<file path="src/rtl/ppi_pkg.sv">
// rtl/ppi_pkg.sv - shared constants and FSM state encoding for the 8255 bus sequencer
package ppi_pkg;

    localparam logic [1:0] PPI_ADDR_A    = 2'd0;
    localparam logic [1:0] PPI_ADDR_B    = 2'd1;
    localparam logic [1:0] PPI_ADDR_C    = 2'd2;
    localparam logic [1:0] PPI_ADDR_CTRL = 2'd3;

    typedef logic [2:0] ppi_state_t;

    localparam ppi_state_t ST_INIT   = 3'd0;
    localparam ppi_state_t ST_IDLE   = 3'd1;
    localparam ppi_state_t ST_SETUP  = 3'd2;
    localparam ppi_state_t ST_STROBE = 3'd3;
    localparam ppi_state_t ST_HOLD   = 3'd4;

    // Mode 0, ports A, B and C all inputs.
    localparam logic [7:0] PPI_INIT_CW_DEFAULT = 8'h9B;

endpackage

</file>
<file path="src/rtl/ppi_bus_sequencer_arb.sv">
// rtl/ppi_bus_sequencer_arb.sv - 2-way round-robin arbiter (ppi_rr_arb) holding last_grant
module ppi_rr_arb (
    input  logic clk,
    input  logic reset,
    input  logic valid0,
    input  logic valid1,
    input  logic accept,
    input  logic accept_id,
    output logic grant_any,
    output logic grant_id
);

    logic last_grant_q, last_grant_d;

    always_comb begin
        last_grant_d = last_grant_q;
        if (accept) begin
            last_grant_d = accept_id;
        end
        grant_any = valid0 | valid1;
        grant_id  = (valid0 & valid1) ? ~last_grant_q : ~valid0;
    end

    // Reset to 1 so requester 0 wins the first tie.
    always_ff @(posedge clk) begin
        if (reset) begin
            last_grant_q <= 1'b1;
        end else begin
            last_grant_q <= last_grant_d;
        end
    end

endmodule

</file>
<file path="src/rtl/ppi_bus_sequencer.sv">
// rtl/ppi_bus_sequencer.sv - arbitrated 8255 bus-cycle controller; PPI_INIT_EN adds a start-up control-word write
module ppi_bus_sequencer
    import ppi_pkg::*;
#(
    parameter int unsigned SETUP_CYC  = 1,
    parameter int unsigned STROBE_CYC = 2,
    parameter int unsigned HOLD_CYC   = 1,
    parameter logic [7:0]  INIT_CW    = PPI_INIT_CW_DEFAULT
) (
    input  logic       clk,
    input  logic       reset,
    input  logic       req0_valid,
    output logic       req0_ready,
    input  logic       req0_wr,
    input  logic [1:0] req0_addr,
    input  logic [7:0] req0_wdata,
    input  logic       req1_valid,
    output logic       req1_ready,
    input  logic       req1_wr,
    input  logic [1:0] req1_addr,
    input  logic [7:0] req1_wdata,
    output logic       rsp_valid,
    output logic       rsp_id,
    output logic [7:0] rsp_rdata,
    output logic       rsp_err,
    output logic       busy,
    output logic       cs,
    output logic       rd,
    output logic       wr,
    output logic [1:0] a0_a1,
    output logic [7:0] data_out,
    output logic       data_oe,
    input  logic [7:0] data_in
);

    ppi_state_t state_q, state_d;
    logic [3:0] cnt_q, cnt_d;
    logic       cmd_id_q, cmd_id_d, cmd_wr_q, cmd_wr_d;
    logic [1:0] cmd_addr_q, cmd_addr_d;
    logic [7:0] cmd_wdata_q, cmd_wdata_d, cap_q, cap_d;
    logic       init_q, init_d;
    logic       req0_ready_q, req0_ready_d, req1_ready_q, req1_ready_d;
    logic       rsp_valid_q, rsp_valid_d, rsp_id_q, rsp_id_d, rsp_err_q, rsp_err_d;
    logic [7:0] rsp_rdata_q, rsp_rdata_d;
    logic       busy_q, busy_d, cs_q, cs_d, rd_q, rd_d, wr_q, wr_d;
    logic [1:0] a0_a1_q, a0_a1_d;
    logic [7:0] data_out_q, data_out_d;
    logic       data_oe_q, data_oe_d;
    logic       acc0, acc1, accept, acc_id, sel_wr, illegal, bus_d, grant_any, grant_id;
    logic [1:0] sel_addr;
    logic [7:0] sel_wdata;

    assign acc0      = req0_valid & req0_ready_q;
    assign acc1      = req1_valid & req1_ready_q;
    assign accept    = acc0 | acc1;
    assign acc_id    = acc1;
    assign sel_wr    = acc_id ? req1_wr : req0_wr;
    assign sel_addr  = acc_id ? req1_addr : req0_addr;
    assign sel_wdata = acc_id ? req1_wdata : req0_wdata;
    assign illegal   = accept & ~sel_wr & (sel_addr == PPI_ADDR_CTRL);

    ppi_rr_arb u_arb (
        .clk       (clk),
        .reset     (reset),
        .valid0    (req0_valid),
        .valid1    (req1_valid),
        .accept    (accept),
        .accept_id (acc_id),
        .grant_any (grant_any),
        .grant_id  (grant_id)
    );

    always_comb begin
        state_d     = state_q;
        cnt_d       = cnt_q;
        cmd_id_d    = cmd_id_q;
        cmd_wr_d    = cmd_wr_q;
        cmd_addr_d  = cmd_addr_q;
        cmd_wdata_d = cmd_wdata_q;
        cap_d       = cap_q;
        init_d      = init_q;
        rsp_valid_d = 1'b0;
        rsp_id_d    = 1'b0;
        rsp_err_d   = 1'b0;
        rsp_rdata_d = 8'h00;
        case (state_q)
`ifdef PPI_INIT_EN
            ST_INIT: begin
                state_d     = ST_SETUP;
                cnt_d       = 4'(SETUP_CYC - 1);
                cmd_wr_d    = 1'b1;
                cmd_addr_d  = PPI_ADDR_CTRL;
                cmd_wdata_d = INIT_CW;
                init_d      = 1'b1;
            end
`endif
            ST_IDLE: begin
                if (accept) begin
                    cmd_id_d    = acc_id;
                    cmd_wr_d    = sel_wr;
                    cmd_addr_d  = sel_addr;
                    cmd_wdata_d = sel_wdata;
                    if (illegal) begin
                        rsp_valid_d = 1'b1;
                        rsp_err_d   = 1'b1;
                        rsp_id_d    = acc_id;
                    end else begin
                        state_d = ST_SETUP;
                        cnt_d   = 4'(SETUP_CYC - 1);
                    end
                end
            end
            ST_SETUP: begin
                if (cnt_q == 4'd0) begin
                    state_d = ST_STROBE;
                    cnt_d   = 4'(STROBE_CYC - 1);
                end else begin
                    cnt_d = cnt_q - 4'd1;
                end
            end
            ST_STROBE: begin
                if (cnt_q == 4'd0) begin
                    state_d = ST_HOLD;
                    cnt_d   = 4'(HOLD_CYC - 1);
                    if (!cmd_wr_q) begin
                        cap_d = data_in;
                    end
                end else begin
                    cnt_d = cnt_q - 4'd1;
                end
            end
            ST_HOLD: begin
                if (cnt_q == 4'd0) begin
                    state_d     = ST_IDLE;
                    rsp_valid_d = ~init_q;
                    rsp_id_d    = ~init_q & cmd_id_q;
                    rsp_rdata_d = (init_q | cmd_wr_q) ? 8'h00 : cap_q;
                    init_d      = 1'b0;
                end else begin
                    cnt_d = cnt_q - 4'd1;
                end
            end
            default: state_d = ST_IDLE;
        endcase

        // Every pin is registered, so drive from the state being entered.
        bus_d        = (state_d == ST_SETUP) | (state_d == ST_STROBE) | (state_d == ST_HOLD);
        cs_d         = ~bus_d;
        rd_d         = ~((state_d == ST_STROBE) & ~cmd_wr_d);
        wr_d         = ~((state_d == ST_STROBE) & cmd_wr_d);
        a0_a1_d      = bus_d ? cmd_addr_d : 2'd0;
        data_oe_d    = bus_d & cmd_wr_d;
        data_out_d   = data_oe_d ? cmd_wdata_d : 8'h00;
        busy_d       = (state_d != ST_IDLE);
        req0_ready_d = (state_d == ST_IDLE) & ~accept & grant_any & ~grant_id;
        req1_ready_d = (state_d == ST_IDLE) & ~accept & grant_any & grant_id;
    end

    always_ff @(posedge clk) begin
        if (reset) begin
`ifdef PPI_INIT_EN
            state_q <= ST_INIT;
`else
            state_q <= ST_IDLE;
`endif
            cnt_q        <= 4'd0;
            cmd_id_q     <= 1'b0;
            cmd_wr_q     <= 1'b0;
            cmd_addr_q   <= 2'd0;
            cmd_wdata_q  <= 8'h00;
            cap_q        <= 8'h00;
            init_q       <= 1'b0;
            req0_ready_q <= 1'b0;
            req1_ready_q <= 1'b0;
            rsp_valid_q  <= 1'b0;
            rsp_id_q     <= 1'b0;
            rsp_err_q    <= 1'b0;
            rsp_rdata_q  <= 8'h00;
            busy_q       <= 1'b0;
            cs_q         <= 1'b1;
            rd_q         <= 1'b1;
            wr_q         <= 1'b1;
            a0_a1_q      <= 2'd0;
            data_out_q   <= 8'h00;
            data_oe_q    <= 1'b0;
        end else begin
            state_q      <= state_d;
            cnt_q        <= cnt_d;
            cmd_id_q     <= cmd_id_d;
            cmd_wr_q     <= cmd_wr_d;
            cmd_addr_q   <= cmd_addr_d;
            cmd_wdata_q  <= cmd_wdata_d;
            cap_q        <= cap_d;
            init_q       <= init_d;
            req0_ready_q <= req0_ready_d;
            req1_ready_q <= req1_ready_d;
            rsp_valid_q  <= rsp_valid_d;
            rsp_id_q     <= rsp_id_d;
            rsp_err_q    <= rsp_err_d;
            rsp_rdata_q  <= rsp_rdata_d;
            busy_q       <= busy_d;
            cs_q         <= cs_d;
            rd_q         <= rd_d;
            wr_q         <= wr_d;
            a0_a1_q      <= a0_a1_d;
            data_out_q   <= data_out_d;
            data_oe_q    <= data_oe_d;
        end
    end

    assign req0_ready = req0_ready_q;
    assign req1_ready = req1_ready_q;
    assign rsp_valid  = rsp_valid_q;
    assign rsp_id     = rsp_id_q;
    assign rsp_err    = rsp_err_q;
    assign rsp_rdata  = rsp_rdata_q;
    assign busy       = busy_q;
    assign cs         = cs_q;
    assign rd         = rd_q;
    assign wr         = wr_q;
    assign a0_a1      = a0_a1_q;
    assign data_out   = data_out_q;
    assign data_oe    = data_oe_q;

endmodule

</file>
<file path="config.mk">
export PLATFORM = sky130hd
export DESIGN_NAME = ppi_bus_sequencer
export DESIGN_NICKNAME = d
export VERILOG_FILES = /design/src/rtl/ppi_pkg.sv /design/src/rtl/ppi_bus_sequencer_arb.sv /design/src/rtl/ppi_bus_sequencer.sv
export SDC_FILE = /design/constraint.sdc
export NUM_CORES = 1
export LEC_CHECK = 0
export CAP_MARGIN = 20
export CORE_UTILIZATION = 35
export DETAILED_ROUTE_END_ITERATION = 10
export GPL_TIMING_DRIVEN = 0
export PLACE_DENSITY = 0.65
export SYNTH_ARGS = -nofsm -noshare
export SYNTH_HDL_FRONTEND = slang
export SYNTH_SLANG_ARGS = --single-unit
</file>
<file path="constraint.sdc">
create_clock -name clk -period 1.95 [get_ports clk]
set_input_delay 0.39 -clock clk [delete_from_list [all_inputs] [get_ports clk]]
set_output_delay 0.39 -clock clk [all_outputs]
set_load 0.1 [all_outputs]
</file>
Word level (Yosys, flattened, before mapping)
Cells that the tools add are included.
- bitwise logic cells: 30
- mux-type cells: 30
- reduce and logical (&&, ||, !) cells: 9
- shift operators: 0
- order comparisons: 0
- add/subtract/negate cells: 1
- div/mod/pow operators: 0
- $mul: 0
- equality and inequality tests: 13
- operator list (kind ; number):
    two-way mux 8 bit ; 3
    two-way mux 4 bit ; 5
    case mux 4 bit (4 select lines) ; 1
    two-way mux 3 bit ; 5
    NOT 1 bit ; 14
    bitwise AND 1 bit ; 12
    equality test 3 x 2 -> 1 bit (second input constant) ; 4
    case mux 3 bit (4 select lines) ; 1
    two-way mux 1 bit ; 10
    equality test 3 x 1 -> 1 bit (second input constant) ; 2
    equality test 3 bit (second input constant) ; 2
    two-way mux 2 bit ; 3
    != test 2 bit (second input constant) ; 3
    OR reduction 2 bit ; 3
    logical NOT 4 bit ; 1
    bitwise OR 1 bit ; 4
    case mux 1 bit (2 select lines) ; 2
    AND reduction 4 bit ; 1
    nonzero test 4 bit ; 1
    OR reduction 4 bit ; 1
    subtractor 4 x 1 -> 4 bit (second input constant) ; 1
    != test 3 x 1 -> 1 bit (second input constant) ; 1
    AND reduction 3 bit ; 1
    equality test 2 bit (second input constant) ; 1
    AND reduction 2 bit ; 1
- logic and storage cells: 104
- memories kept: 0
- bits of input ports: 34
- latch bits: 0
- memory bits (writable): 0
- output and inout bits: 28
- register bits: 56
- memory bits (read-only): 0

Depth between registers and ports, before layout
- depth after elaboration: 14
- gate-level depth with buffers: 7
- depth with buffers taken out: 7

Hierarchy
Synthesis repeated with hierarchy kept, for this count alone.
- cells, all modules: 241
- area, all modules: 2209.6 µm²
- modules (own cells, without submodules) (module ; cells each ; times used ; area an instance (µm²)):
    ppi_bus_sequencer ; 235 ; 1 ; 2159.6
    ppi_rr_arb ; 6 ; 1 ; 50.0

Worst setup path before layout
No wires, ideal clock.
- path kind: flip-flop to flip-flop
- start point: reg req1_ready_q (netlist: req1_ready)
- end point: reg cs_q (netlist: cs)
- clock period less this slack: 2.333 ns
- setup slack: -0.383 ns
- arrival time: 2.210 ns
- setup time: 0.123 ns
- buffers on the path: 0
- stages on the path, launching flop included: 6
- cell sequence: dfxtp_1 a22oi_1 nor3_1 o21a_1 nor2_1 or2_2
- longest elaborated chain between the ends: 12
- elaborated cells between the ends (all ways): 17
- those cells by class: eq/ne (4); mux (5); bitwise (8)
- ends and longest elaborated chain (what ; line ; source):
    start, declared ; ppi_bus_sequencer.sv:42 ; logic req0_ready_q, req0_ready_d, req1_ready_q, req1_ready_d;
    start signal, assigned ; ppi_bus_sequencer.sv:196 ; req1_ready_q <= req1_ready_d;
    bitwise AND 1 bit (*) ; ppi_bus_sequencer.sv:54 ; assign acc1 = req1_valid & req1_ready_q;
    two-way mux 1 bit ; ppi_bus_sequencer.sv:57 ; assign sel_wr = acc_id ? req1_wr : req0_wr;
    NOT 1 bit ; ppi_bus_sequencer.sv:60 ; assign illegal = accept & ~sel_wr & (sel_addr == PPI_ADDR_CTRL);
    bitwise AND 1 bit (2 in a row) ; ppi_bus_sequencer.sv:60 ;
    two-way mux 3 bit ; ppi_bus_sequencer.sv:103 ; if (illegal) begin
    two-way mux 3 bit (*) ; ppi_bus_sequencer.sv:98 ; if (accept) begin
    case mux 3 bit (4 select lines) (*) ; ppi_bus_sequencer.sv:86 ; case (state_q)
    equality test 3 x 2 -> 1 bit ; ppi_bus_sequencer.sv:147 ; bus_d = (state_d == ST_SETUP) | (state_d == ST_STROBE) | (state_d == ST_HOLD);
    bitwise OR 1 bit ; ppi_bus_sequencer.sv:147 ;
    bitwise OR 1 bit (*) ; ppi_bus_sequencer.sv:147 ;
    NOT 1 bit (no line) (*) ; -- ;
    end signal, assigned ; ppi_bus_sequencer.sv:202 ; cs_q <= cs_d;
    end, declared ; ppi_bus_sequencer.sv:45 ; logic busy_q, busy_d, cs_q, cs_d, rd_q, rd_d, wr_q, wr_d;
Mark *: on every way between the ends. The rest lies on a longest branch, timed or not.
A chain may end at the register's enable or synchronous reset.

Final worst setup path
- start point: reg req0_ready_q (netlist: req0_ready)
- end point: out req0_ready
- RTL lines (what ; line ; source):
    start, declared ; ppi_bus_sequencer.sv:42 ;
    start signal, assigned ; ppi_bus_sequencer.sv:195 ; req0_ready_q <= req0_ready_d;
    end, declared ; ppi_bus_sequencer.sv:13 ; output logic req0_ready,
No word-level cell between the ends.

==> summary.md <==
| Metric | Value |
|---|---|
| Skew final | a little over 9 ps |
| Post-synthesis sequential area ratio | ~53% |
| Row cnt | 28 |
| CTS tree | done |
| Crit Path Category | register to primary output |
| Layout cells sized above 1 | approximately an eighth |
| Status | completed |
| CP top delay family | buffers and inverters |
| Most common cell in the synthesized netlist | dfxtp_1 |
| Iter 0 DRT Violations | between 40 and 50 |
| Cts bufs inserted | 5 |
| Max Cap Viol | 0 |
| Worst-Margin Slew | about 990 ps |
| Hold_ws | 462 ps |
| Worst Path Required | 1560 ps |
| Drt drc | 0 |
| Cell leakage power | roughly 0.0013 uW |
| Worst-skew pair later-pin latency | about 300 ps |
| I/O Buffers | 61 |
| Slowest CP cell | clkdlybuf4s15_1 |
| Mean Syn Cell Area | ~9 um2 |
| Worst Path Arrival | 1500 ps |
| Total GRT Usage | between 15 and 20% |
| Layout area overhead | 41.6% |
| Bufs and invs on worst path | 1 |
| Die area | about 0.0064 mm2 |
| Peak supply drop | around 0.3 mV |
| Longest Clk Path Bufs | 2 |
| GRT overflow | 0 |
| I/O pins | between 60 and 70 |
| Final wirelength | 4.82 mm |
| Post-synth top cells | dfxtp_1, nor2_1, nand2_1, a21oi_1, mux2i_1 |
| Wire per inst | around 13 um |
| DR vias/cell | 4.82 |
| Cells after Synth | 231 |
| PwrDens | between 700 and 800 mW/mm2 |
| CP max FO | 4 |
| Synthesized area | roughly 0.0021 mm2 |
| Placer Congestion | 0.831 |
| Ys async rst share | 0% |
| RSZ-0062 raised after global routing | no |
| Synthesized Nets | 267 |
| CP Cell Sequence | clkdlybuf4s15_1 |
| Worst rel slew slack | 34.3% |
| Via count | about 1.8k |
| Top cells by area, synth | dfxtp_1, a21oi_1, nor2_1 |
| Worst Reg-to-Reg Cells | 6 |
| Core ar. | approximately 0.006 mm2 |
| Cell taking the most area after synthesis | dfxtp_1 |
| Worst min path class | register to register |
| WP depth | 1 |
| Number of flops mapped to enable cells by yosys | 0 |
| Synth Flop Type | dfxtp_1 |
| Max Slew Vio Count | 0 |
| Initial Utilization | 36.2% |
| Top cell type's share of synthesized area | around 53% |
| Yosys reg bits | 56 |
| Drt first pass iters | 4 |
| Worst hold path depth | 1 |
| Setup_tns | 0 ps |
| Final Hold Fails | 0 |
| H-tree levels | 2 |
| Worst setup EP type | primary output |
| Max Fclk | 529 MHz |
| Ant. Diodes | 0 |
| Dpl hpwl | about 3.5 mm |
| Setup crit start | req0_ready |
| Global-route wire length before repair | between 7 and 8 mm |
| Largest net degree at the start of global routing | 18 |
| CTS sink cnt | 56 |
| Worst path max stage delay | 830 ps |
| Crit path launch type | register |
| Final period util | 97.0% |
| Initial antenna violation count | 0 |
| Yosys warns | 0 |
| Die Height | ~80 um |
| Fill cells | 591 |
| Synth unique cells | 46 |
| Clk pin slew, worst setup/hold paths | 100 ps |
| Final #Nets | 339 |
| Clock root buffer | clkbuf_8 |
| Final setup fails | 0 |
| Fin crit period | 1890 ps |
| Worst r2r src | cnt_q[0] |
| Vias in the first global route | 1744 |
| DRT antenna net count | 0 |
| Hold Crit Start | cap_q[0] |
| Reg-to-reg slack, setup | 120 ps |
| Die extent in x | ~80 um |
[per-stage QoR]
| stage | total power (uW) | utilization, % | area (um2) | std cells | setup slack (ps) |
|---|---|---|---|---|---|
| 6_report | 2360 | 51.3 | 3020 | 379 | 59.3 |
| 5_1_grt | 2470 | 51.3 | 3020 | 379 | 13.8 |
| 4_1_cts | 2360 | 50.1 | 2950 | 375 | 10.0 |
| 3_5_place_dp | 1610 | 48.3 | 2840 | 367 | -501 |
| 3_3_place_gp | 1600 | 48.3 | 2840 | 367 | -493 |
| 2_1_floorplan | 1470 | - | 2140 | 231 | 46.2 |
[power breakdown]
group	internal, uW	switching [uW]	total, uW
combinational	172	230	402
clock	388	363	751
sequential	1180	28.6	1210
total	1740	622	2360
[area by class of cell]
type / count / area (um2) / share of cell area (%)
clock inverter: 2 / 38.8 / 1.29
clock buffer: 6 / 72.6 / 2.40
timing repair buffer: 65 / 618 / 20.5
sequential: 56 / 1130 / 37.3
tap: 75 / 93.8 / 3.11
inverter: 4 / 15.0 / 0.498
buffer: 10 / 47.5 / 1.58
multi-input combinational: 161 / 1010 / 33.3
[flip-flops by register name, summed over array words and instances (netlist names)]
register            count
data_oe                 1
cap_q                   8
busy                    1
rd                      1
cs                      1
req1_ready              1
cmd_id_q                1
cmd_wr_q                1
rsp_valid               1
wr                      1
rsp_err                 1
rsp_id                  1
cmd_wdata_q             8
req0_ready              1
state_q                 3
a0_a1                   2
cnt_q                   4
data_out                8
u_arb.last_grant_q      1
rsp_rdata               8
cmd_addr_q              2
[cell families after synthesis]
kind of cell               after synthesis  share of synthesized area [%]
and+or+nand+nor                        100                           23.9
DFF                                     56                           52.6
AOI/OAI and AO/OA                       45                           13.1
buffers and inverters                   14                           2.88
muxes                                   10                           4.70
xor gates and xnor gates                 4                           1.64
adders and majority gates                2                           1.17
[timing repair]
item | in CTS | in global routing
buffers inserted | 0 | 4
hold endpoints to repair | 0 | 0
pin swaps | 0 | 4
gates cloned | 0 | 0
resized for setup | 36 | 12
hold buffers | 0 | 0
endpoints found under the setup margin | 57 | 38
[placed cells by master, fill, tap and decap left out, types with 3 or more instances in the layout]
master	count
dfxtp_1	54
nor2_1	33
clkdlybuf4s50_1	32
nand2_1	31
a21oi_1	26
dlygate4sd2_1	26
mux2i_1	9
and2_1	8
clkbuf_1	5
buf_4	5
clkbuf_8	5
inv_1	4
nor3_1	4
o21ai_0	4
nand3_1	3
[routing by layer]
layer / vias to the layer above / wire length [um] / GRT usage (%) / part of all wire (%)
met5: - / 0 / 0 / 0
li1: 919 / - / - / -
met3: 10 / 243 / 3.89 / 5.0
met4: 0 / 114 / 6.79 / 2.4
met1: 841 / 2370 / 20.3 / 49
met2: 57 / 2100 / 26.2 / 44
[final timing paths]
kind / to
max reg2reg: rd
max: req0_ready
min reg2reg: rsp_rdata[0]
min: rsp_rdata[0]
Note: power is estimated with default switching activity, not from simulation.
